[config.mk]
export PLATFORM = sky130hd
export DESIGN_NAME = out_uart_tx
export DESIGN_NICKNAME = d
export VERILOG_FILES = /design/src/rtl/out_uart_tx.sv
export SDC_FILE = /design/constraint.sdc
export NUM_CORES = 1
export LEC_CHECK = 0
export ABC_AREA = 1
export BUFFER_PORTS_ARGS = -buffer_cell sky130_fd_sc_hd__buf_2
export CAP_MARGIN = 20
export CORE_ASPECT_RATIO = 2
export CORE_MARGIN = 3
export CORE_UTILIZATION = 45
export CTS_CLUSTER_SIZE = 20
export DETAILED_ROUTE_END_ITERATION = 10
export PLACE_DENSITY = 0.71
export SYNTH_ARGS = -nofsm -noshare
export SYNTH_HDL_FRONTEND = slang
export SYNTH_SLANG_ARGS = --single-unit
export TNS_END_PERCENT = 50
[constraint.sdc]
create_clock -name clk -period 2.25 [get_ports clk]
set_clock_uncertainty 0.15 [all_clocks]
set_input_delay 0.225 -clock clk [delete_from_list [all_inputs] [get_ports clk]]
set_output_delay 0.225 -clock clk [all_outputs]
set_load 0.02 [all_outputs]
[src/rtl/out_uart_tx.sv]
// CPU output stage: small byte FIFO feeding a UART 8N1 transmitter.
// Back-to-back frames pop the next byte at the end of STOP with no idle gap.
module out_uart_tx #(
  parameter int CLKS_PER_BIT = 4,
  parameter int FIFO_DEPTH   = 4
) (
  input  logic                          clk,
  input  logic                          rst,
  input  logic                          wr_en,
  input  logic [7:0]                    wr_data,
  output logic                          fifo_full,
  output logic [$clog2(FIFO_DEPTH):0]   fifo_count,
  output logic                          overflow,
  output logic                          tx_busy,
  output logic                          tx
);

  localparam int AW = $clog2(FIFO_DEPTH);
  localparam int BW = $clog2(CLKS_PER_BIT);
  localparam logic [AW:0]   L_FULL     = (AW+1)'(FIFO_DEPTH);
  localparam logic [BW-1:0] L_BAUD_END = BW'(CLKS_PER_BIT - 1);

  typedef enum logic [1:0] {IDLE, START, DATA, STOP} state_t;

  state_t        r_state;
  logic [BW-1:0] r_baud;
  logic [2:0]    r_bit;
  logic [7:0]    r_shift;
  logic          r_tx;
  logic          r_busy;

  logic [7:0]    r_mem [FIFO_DEPTH];
  logic [AW-1:0] r_wr_ptr;
  logic [AW-1:0] r_rd_ptr;
  logic [AW:0]   r_count;
  logic          r_ovf;

  logic w_baud_end;
  logic w_empty;
  logic w_full;
  logic w_pop;
  logic w_push;

  assign w_baud_end = (r_baud == L_BAUD_END);
  assign w_empty    = (r_count == '0);
  assign w_full     = (r_count == L_FULL);
  // A pop frees a slot in the same cycle, so a write to a full FIFO is still taken.
  assign w_pop      = !w_empty && ((r_state == IDLE) || ((r_state == STOP) && w_baud_end));
  assign w_push     = wr_en && (!w_full || w_pop);

  assign fifo_full  = w_full;
  assign fifo_count = r_count;
  assign overflow   = r_ovf;
  assign tx_busy    = r_busy;
  assign tx         = r_tx;

  always_ff @(posedge clk) begin
    if (w_push) begin
      r_mem[r_wr_ptr] <= wr_data;
    end
  end

  always_ff @(posedge clk) begin
    if (rst) begin
      r_wr_ptr <= '0;
      r_rd_ptr <= '0;
      r_count  <= '0;
      r_ovf    <= 1'b0;
    end else begin
      if (w_push) begin
        r_wr_ptr <= r_wr_ptr + AW'(1);
      end
      if (w_pop) begin
        r_rd_ptr <= r_rd_ptr + AW'(1);
      end
      case ({w_push, w_pop})
        2'b10:   r_count <= r_count + (AW+1)'(1);
        2'b01:   r_count <= r_count - (AW+1)'(1);
        default: r_count <= r_count;
      endcase
      if (wr_en && w_full && !w_pop) begin
        r_ovf <= 1'b1;
      end
    end
  end

  always_ff @(posedge clk) begin
    if (rst) begin
      r_state <= IDLE;
      r_baud  <= '0;
      r_bit   <= '0;
      r_shift <= '0;
      r_tx    <= 1'b1;
      r_busy  <= 1'b0;
    end else begin
      case (r_state)
        IDLE: begin
          if (w_pop) begin
            r_shift <= r_mem[r_rd_ptr];
            r_baud  <= '0;
            r_state <= START;
            r_tx    <= 1'b0;
            r_busy  <= 1'b1;
          end else begin
            r_tx    <= 1'b1;
            r_busy  <= 1'b0;
          end
        end
        START: begin
          if (w_baud_end) begin
            r_baud  <= '0;
            r_bit   <= '0;
            r_state <= DATA;
            r_tx    <= r_shift[0];
          end else begin
            r_baud  <= r_baud + BW'(1);
          end
        end
        DATA: begin
          if (w_baud_end) begin
            r_baud <= '0;
            if (r_bit == 3'd7) begin
              r_state <= STOP;
              r_tx    <= 1'b1;
            end else begin
              // tx is registered, so it takes the bit that lands in shift[0] after this shift.
              r_shift <= r_shift >> 1;
              r_bit   <= r_bit + 3'd1;
              r_tx    <= r_shift[1];
            end
          end else begin
            r_baud <= r_baud + BW'(1);
          end
        end
        STOP: begin
          if (w_baud_end) begin
            r_baud <= '0;
            if (w_pop) begin
              r_shift <= r_mem[r_rd_ptr];
              r_state <= START;
              r_tx    <= 1'b0;
            end else begin
              r_state <= IDLE;
              r_tx    <= 1'b1;
              r_busy  <= 1'b0;
            end
          end else begin
            r_baud <= r_baud + BW'(1);
          end
        end
        default: begin
          r_state <= IDLE;
          r_tx    <= 1'b1;
          r_busy  <= 1'b0;
        end
      endcase
    end
  end

endmodule

== Word-level counts from Yosys, hierarchy flattened ==
Memories as Yosys holds them, arrays and structs flattened. A register that Yosys moved wholly into a read port is not among the register bits.
Cells that the tools add are included.

* Muxes and demuxes: 34
* $add $sub $neg: 6
* Reductions and logical operators: 22
* Equality and inequality tests: 15

{| class="wikitable"
|+ Operators by type and width
! kind !! count
|-
| $mux 8 || 4
|-
| $pmux 8 s3 || 1
|-
| $mux 2 || 9
|-
| $ne 2x2->1 const B || 7
|-
| $pmux 3 s2 || 2
|-
| $mux 1 || 11
|-
| $mux 3 || 3
|-
| $eq 2x2->1 const B || 4
|-
| $pmux 2 s4 || 1
|-
| $reduce_and 4->1 || 2
|-
| $add 2x1->2 const B || 3
|-
| $add 3x1->3 const B || 2
|-
| $eq 3x3->1 const B || 2
|-
| $reduce_and 3->1 || 2
|-
| $reduce_bool 2->1 || 3
|-
| $logic_and 1x1->1 || 5
|-
| $reduce_and 5->1 || 1
|-
| $eq 2x1->1 const B || 2
|-
| $pmux 1 s4 || 1
|-
| $pmux 2 s2 || 1
|-
| $logic_not 1->1 || 3
|-
| $logic_not 3->1 || 1
|-
| $reduce_bool 3->1 || 1
|-
| $reduce_or 3->1 || 1
|-
| other kinds (4) || 5
|}

* Logic and storage cells: 88
* Bits in registers: 25
* Memories: 1
* Output and inout bits: 7
* RAM bits: 32

{| class="wikitable"
|+ Memory list
! name !! depth !! width !! rd ports !! clocked after memory_dff !! write ports !! RTL line !! source
|-
| r_mem || 4 || 8 || 1 || 1 || 1 || 32 || <nowiki>logic [7:0] r_mem [FIFO_DEPTH];</nowiki>
|}

== Longest topological paths before layout ==
Gate-level depths: netlist of the first run.

* Depth after elaboration: 8
* Depth in mapped cells: 14
* Mapped depth without buffers: 14

== Worst setup path before layout of the first run ==
Ideal clock, no wire load.

* Path kind: flip-flop to flip-flop
* Start: register r_state[0]
* End: register r_count[2], in the netlist fifo_count[2]
* Buffers on the path: 0
* Setup time: 0.115 ns
* Cell stages (with the launch flop): 14
* Data arrival time: 1.854 ns
* Slack: 0.131 ns
* Clock period less this slack: 2.119 ns
* Cells stage by stage: dfxtp_1 > inv_1 > ha_1 > inv_1 > nand2_4 > nand2_4 > inv_2 > nand2_1 > inv_1 > fa_1 > inv_1 > nand4_1 > a21oi_1 > nor2_1

* Longest elaborated chain between the ends: 8
* Elaborated cells between the ends (all ways): 11

{| class="wikitable"
|+ Ends and longest elaborated chain
! item !! RTL line !! source
|-
| start, declared || 25 || <nowiki>state_t r_state;</nowiki>
|-
| start signal, assigned || 89 || <nowiki>r_state <= IDLE;</nowiki>
|-
| start signal, assigned || 101 || <nowiki>r_state <= START;</nowiki>
|-
| start signal, assigned || 113 || <nowiki>r_state <= DATA;</nowiki>
|-
| $eq 2x2->1 || 48 || <nowiki>assign w_pop = !w_empty && ((r_state == IDLE) || ((r_state == STOP) && w_baud_end));</nowiki>
|-
| $logic_and 1x1->1 || 48 ||
|-
| $logic_or 1x1->1 (*) || 48 ||
|-
| $logic_and 1x1->1 (*) || 48 ||
|-
| $logic_or 1x1->1 || 49 || <nowiki>assign w_push = wr_en && (!w_full || w_pop);</nowiki>
|-
| $logic_and 1x1->1 || 49 ||
|-
| $eq 2x1->1 / $eq 2x2->1 (equally long branches) || 76 || <nowiki>case ({w_push, w_pop})</nowiki>
|-
| $pmux 3 s2 / $reduce_bool 2->1 (equally long branches) || - ||
|-
| end signal, assigned || 77 || <nowiki>2'b10: r_count <= r_count + (AW+1)'(1);</nowiki>
|-
| end signal, assigned || 78 || <nowiki>2'b01: r_count <= r_count - (AW+1)'(1);</nowiki>
|-
| end signal, assigned || 79 || <nowiki>default: r_count <= r_count;</nowiki>
|-
| end, declared || 35 || <nowiki>logic [AW:0] r_count;</nowiki>
|}

Every way passes the cells marked *; elsewhere a longest branch is shown, timed or not.
A chain may end at the register's enable or synchronous reset.

== Final worst setup path of the first run ==
* Start: register r_state[1]
* End: register r_count[2], in the netlist fifo_count[2]

Same word-level chain as after synthesis.

==> impl_metrics.yaml, run 1 <==
layout:
  nFillCells: 492
  syn_to_final_growth_pct: 22.9
  antennaDiodeCount: 0
  seqCellArea_sq_um: 1510
  multi_input_area_sq_um: 1060
  final_nets: 387
  layout-drive-gt1-share_pct: 14.2
  fin_area_sq_um: 3400
placement:
  dpl_cell_area_sq_um: 2940
  portBuffers: 17
  post-dp-hpwl_um: 3820
  gp_congestion: 0.819
synth:
  synthTopCellsByArea: "edfxtp_1 (35%), dfxtp_1 (20%), nand2_1 (10%)"
  syn_area_sq_um: 2770
  yosysTopAreaCellShare_pct: 34.7
  synth_warnings: 0
  synth_top_cell_by_area: "edfxtp_1"
  ys_seq_elements: 59
  syn-num-nets: 351
  ys_types: 25
  netlist_instances: 326
  ys_seq_area_share_pct: 54.3
  syn_area_per_cell_sq_um: 8.49
timing:
  holdWs_ps: 18.4
  fin_crit_sh_pct: 93.3
  fmax_mhz: 476
  finalHoldViolCount: 0
  min_period_ps: 2100
  rsz0062_at_grt: "false"
  maxSlewHeadroom_pct: 49.5
  worst_slew_pin_slew_ps: 755
  final.setup.tns_ps: 0
  setup_viol: 0
  drv_slew: 0
detailed_routing:
  wl_um: 5230
  dr.pass1.iters: 4
  dr.first_iter.drc_count: 95
  num_vias: 2098
  wire_per_inst_um: 12.2
  antenna_left: 0
  drcViolationCount: 0
  viasPerCell: 4.90
pwr:
  max-vdd-ir-drop_v: 0.000849
  p_seq_share_pct: 30.0
  switchingPower_mw: 1.72
  p_sw_share_pct: 35.0
  combPwrFrac_pct: 36.3
  finalPower_mw: 4.92
  power.internal_mw: 3.20
  pwr-share-clk_pct: 33.7
  p_leak_nw: 1.55
  powerDensity_nw_per_um2: 1450
global_route:
  grt_overflow_total: 0
  grt_usage_pct: 16.6
  grt_start_max_net_pins: 26
  grt_pass1_wl_um: 8610
  antenna_found_initial: 0
  first_global_vias: 2009
clock_network:
  clock_sink_count: 59
  cts_tree: "done"
  postCtsSetupBuffers: 0
  cts-buffers-inserted: 9
  root_buffer: "clkbuf_16"
  clk_path_buf_depth: 2
  clkTransAtPathRegs_ps: 50
  htree_levels: 3
  clock_latency_ps: 320
die:
  initial_core_util_pct: 47.2
  core-area_sq_um: 5860
  rows: 39
  pin_count: 18
  chipWidth_um: 61.4
  die_area_sq_um: 7180
  fp.dieH_um: 117
setup_path:
  endpoint_kind: "flip-flop"
  r2r_cells: 13
  cp-start-kind: "flip-flop"
  arrival_ps: 2160
  cp_max_fo: 5
  critPathKind: "flip-flop to flip-flop"
  critical_path_required_ps: 2310
min_path:
  whs_path_depth: 2
  min_path_type: "input port to flip-flop"
run:
  cap_violations: 0
run_status:
  outcome: "finished, final reports clean"
==> final cells by class <==
class / count / share of cell area, %
tap: 61 / 2.25
timing repair buffer: 33 / 6.62
clock inverter: 5 / 3.68
multi-input combinational: 215 / 31.1
clock buffer: 11 / 7.14
sequential: 59 / 44.3
inverter: 44 / 4.86
==> layout by cell type (no fill, tap or decap), drive strengths merged <==
cell type	instances
a21oi	16
a31oi	1
buf	25
bufinv	4
clkbuf	11
clkinv	1
dfxtp	27
dlygate4sd3	8
edfxtp	32
fa	1
ha	13
inv	44
nand2	80
nand3	10
nand4	3
nor2	61
nor3	2
o211ai	1
o21ai	25
o21bai	1
or2	1
==> repair_timing <==
action                                  in CTS  in global routing
hold buffers                                 8                  0
endpoints found under the setup margin       1                  1
cloned                                       0                  0
hold endpoints to repair                    32                  0
pin swaps                                    0                  1
resized for setup                            2                  3
==> power by group through the flow <==
stage               logic, mW  registers (mW)  clock network [mW]
floorplan                1.32            1.50                   0
global placement         1.72            1.47                   0
detailed placement       1.76            1.49                   0
CTS                      1.80            1.47                1.68
global route             2.04            1.50                1.74
finish                   1.79            1.48                1.66
==> per-layer routing <==
layer  track usage [%]  part of all wire [%]  up-vias
met5                 0                     0        -
met4              9.35                   2.5        0
met3              4.61                   3.2       11
met2              30.6                    55       35
met1              15.5                    39      941
li1                  -                     -     1111
==> stage by stage <==
stage,util [%],setup slack [ps],cells
after floorplan,-,131,326
after global placement,50.3,99.0,404
after detailed placement,50.3,-10.9,404
after CTS,58.0,19.2,428
after global routing,58.1,8.55,428
final,58.1,150,428
==> cell usage after synthesis <==
master,instances
edfxtp_1,32
a21oi_1,15
a31oi_1,1
buf_4,2
ha_1,13
nand4_1,3
o21ai_0,23
buf_2,5
dfxtp_1,27
nand2_4,2
or2_2,1
inv_2,2
nor3_1,2
inv_1,42
nand2_2,1
nand2_1,77
o21bai_1,1
nand3_1,10
a21oi_4,1
o21ai_2,1
clkbuf_1,1
nor2_1,61
o211ai_1,1
o21ai_1,1
fa_1,1
==> cells by family after synthesis <==
group                      share of synthesized area [%]
adders and majority gates                           6.60
AOI/OAI and AO/OA                                   8.73
DFF                                                 54.3
and+or+nand+nor                                     22.8
buffers and inverters                               7.55
==> final timing paths <==
| path | start | to | slack [ps] |
|---|---|---|---|
| worst max-delay path | r_state[1] | fifo_count[2] | 150 |
| worst min-delay path | rst | r_state[0] | 20 |
| worst max register to register | r_state[1] | fifo_count[2] | 150 |
| worst min register to register | r_bit[0] | r_bit[0] | 320 |
==> critical path, cell delays in order (launching register included) <==
cell and delay (ps):
dfxtp_2 350, inv_1 100, ha_1 200, inv_2 90, nand2_4 80, nand2_4 70
inv_2 50, nand2_1 70, inv_1 50, fa_2 350, inv_1 60, nand4_1 120
a21oi_1 170, nor2_1 70
==> state kept, by name, indices dropped and copies added (netlist names), named ones only <==
register	flops
overflow	1
tx	1
r_mem	32
tx_busy	1
r_wr_ptr	2
r_rd_ptr	2
r_state	2
r_shift	8
r_bit	3
r_baud	2
fifo_count	3
Power figures use the tool's default switching activity.
==> inputs of run 2 (changes only) <==
- CTS_BUF_LIST: unset -> sky130_fd_sc_hd__clkbuf_4
==> impl_metrics.yaml, run 2 (synthesis results as in run 1) <==
detailed_routing:
  wire_per_inst_um: 11.8
  dr.pass1.iters: 4
  num_vias: 2088
  drcViolationCount: 0
  wl_um: 5090
  antenna_left: 0
  dr.first_iter.drc_count: 84
  viasPerCell: 4.83
clock_network:
  clkTransAtPathRegs_ps: 90
  clock_sink_count: 59
  clock_latency_ps: 410
  cts-buffers-inserted: 9
  root_buffer: "clkbuf_4"
  clk_path_buf_depth: 2
  htree_levels: 3
  cts_tree: "done"
layout:
  syn_to_final_growth_pct: 18.2
  antennaDiodeCount: 0
  layout-drive-gt1-share_pct: 14.6
  final_nets: 391
  reg.largest.list: "r_mem x32, r_shift x8"
  final_common_cell: "nand2_1"
  multi_input_area_sq_um: 1060
  largest-register: "r_mem"
  largest_reg_flops: 32
  mostFrequentLayoutCells: "nand2_1 (77), nor2_1 (61), inv_1 (41)"
  nFillCells: 515
  seqCellArea_sq_um: 1510
placement:
  portBuffers: 17
  gp_congestion: 0.819
  post-dp-hpwl_um: 3820
  post-place-ws_ps: -10.9
pwr:
  max-vdd-ir-drop_v: 0.000787
  powerDensity_nw_per_um2: 1320
  finalPower_mw: 4.31
  p_leak_nw: 1.50
die:
  pin_count: 18
  core-area_sq_um: 5860
  rows: 39
  fp.dieH_um: 117
  die_area_sq_um: 7180
  chipWidth_um: 61.4
  initial_core_util_pct: 47.2
global_route:
  antenna_found_initial: 0
  grt_start_max_net_pins: 26
  first_global_vias: 1944
  grt_overflow_total: 0
  grt_pass1_wl_um: 8380
  grt_usage_pct: 16.1
timing:
  setup_viol: 0
  drv_slew: 0
  fin_crit_sh_pct: 90.8
  fmax_mhz: 489
  min_period_ps: 2040
  finalHoldViolCount: 0
  rsz0062_at_grt: "false"
  worst_slack_ps: 207
  worst_slew_pin_slew_ps: 730
  maxSlewHeadroom_pct: 51.1
  final.setup.tns_ps: 0
setup_path:
  arrival_ps: 2200
  endpoint_kind: "flip-flop"
  critical_path_required_ps: 2410
  critPathKind: "flip-flop to flip-flop"
  cp_max_fo: 5
  cp-start-kind: "flip-flop"
run:
  cap_violations: 0
run_status:
  outcome: "finished, final reports clean"
min_path:
  min_path_type: "flip-flop to flip-flop"
run 2: cell count changes in the layout (fill, tap and decap cells not counted), sizes merged:
cell / before / now
buf: 25 / 27
clkbuf: 11 / 10
clkinv: 1 / 2
dlygate4sd3: 8 / 10
run 2: final cells by class:
type	count	area share, %
clock inverter	6	3.94
inverter	44	5.05
multi-input combinational	215	32.4
sequential	59	46.1
tap	61	2.33
clock buffer	10	2.30
timing repair buffer	37	7.96
run 2: worst paths after layout:
path         cells past startpoint  startpoint  slack, ps       endpoint
min                              2    r_bit[1]        320       r_bit[1]
max                             13  r_state[0]        210  fifo_count[2]
min reg2reg                      2    r_bit[1]        320       r_bit[1]
max reg2reg                     13  r_state[0]        210  fifo_count[2]
run 2: timing repair:
action                                  4_1_cts  5_1_grt
gates resized for setup                       1        4
endpoints found under the hold margin        39        0
hold buffers                                 10        0
endpoints found under the setup margin        1        1
buffers inserted                              0        2
pin swaps                                     0        1
run 2: metrics by stage:
step	util [%]	instances	hold WS, ps	instance area, sq um
3_3_place_gp	50.3	404	295	2940
5_1_grt	55.9	432	350	3270
3_5_place_dp	50.3	404	298	2940
6_report	55.9	432	321	3270
4_1_cts	55.5	430	326	3250
2_1_floorplan	-	326	174	2770
run 2: power breakdown:
| group | switching, mW | leakage, nW | internal (mW) |
|---|---|---|---|
| clock | 0.374 | 0.108 | 0.682 |
| sequential | 0.117 | 0.517 | 1.35 |
| combinational | 1.15 | 0.870 | 0.648 |
| total | 1.64 | 1.50 | 2.68 |
run 2: critical path, cell delays in order, from the launching register on:
cell and delay, ps:
dfxtp_4 380, inv_1 80, ha_1 210, inv_2 90, nand2_4 80, nand2_4 70, inv_2 50, nand2_1 70
inv_1 50, fa_2 330, inv_1 60, nand4_1 110, a21oi_1 150, nor2_1 60
run 2: metal layers:
layer,part of all wire (%),track usage [%],wire [um],up-vias
met5,0,0,0,-
met2,55,29.4,2820,25
met1,39,15.5,2000,933
met3,2.7,4.28,138,13
li1,-,-,-,1117
met4,2.5,8.92,129,0
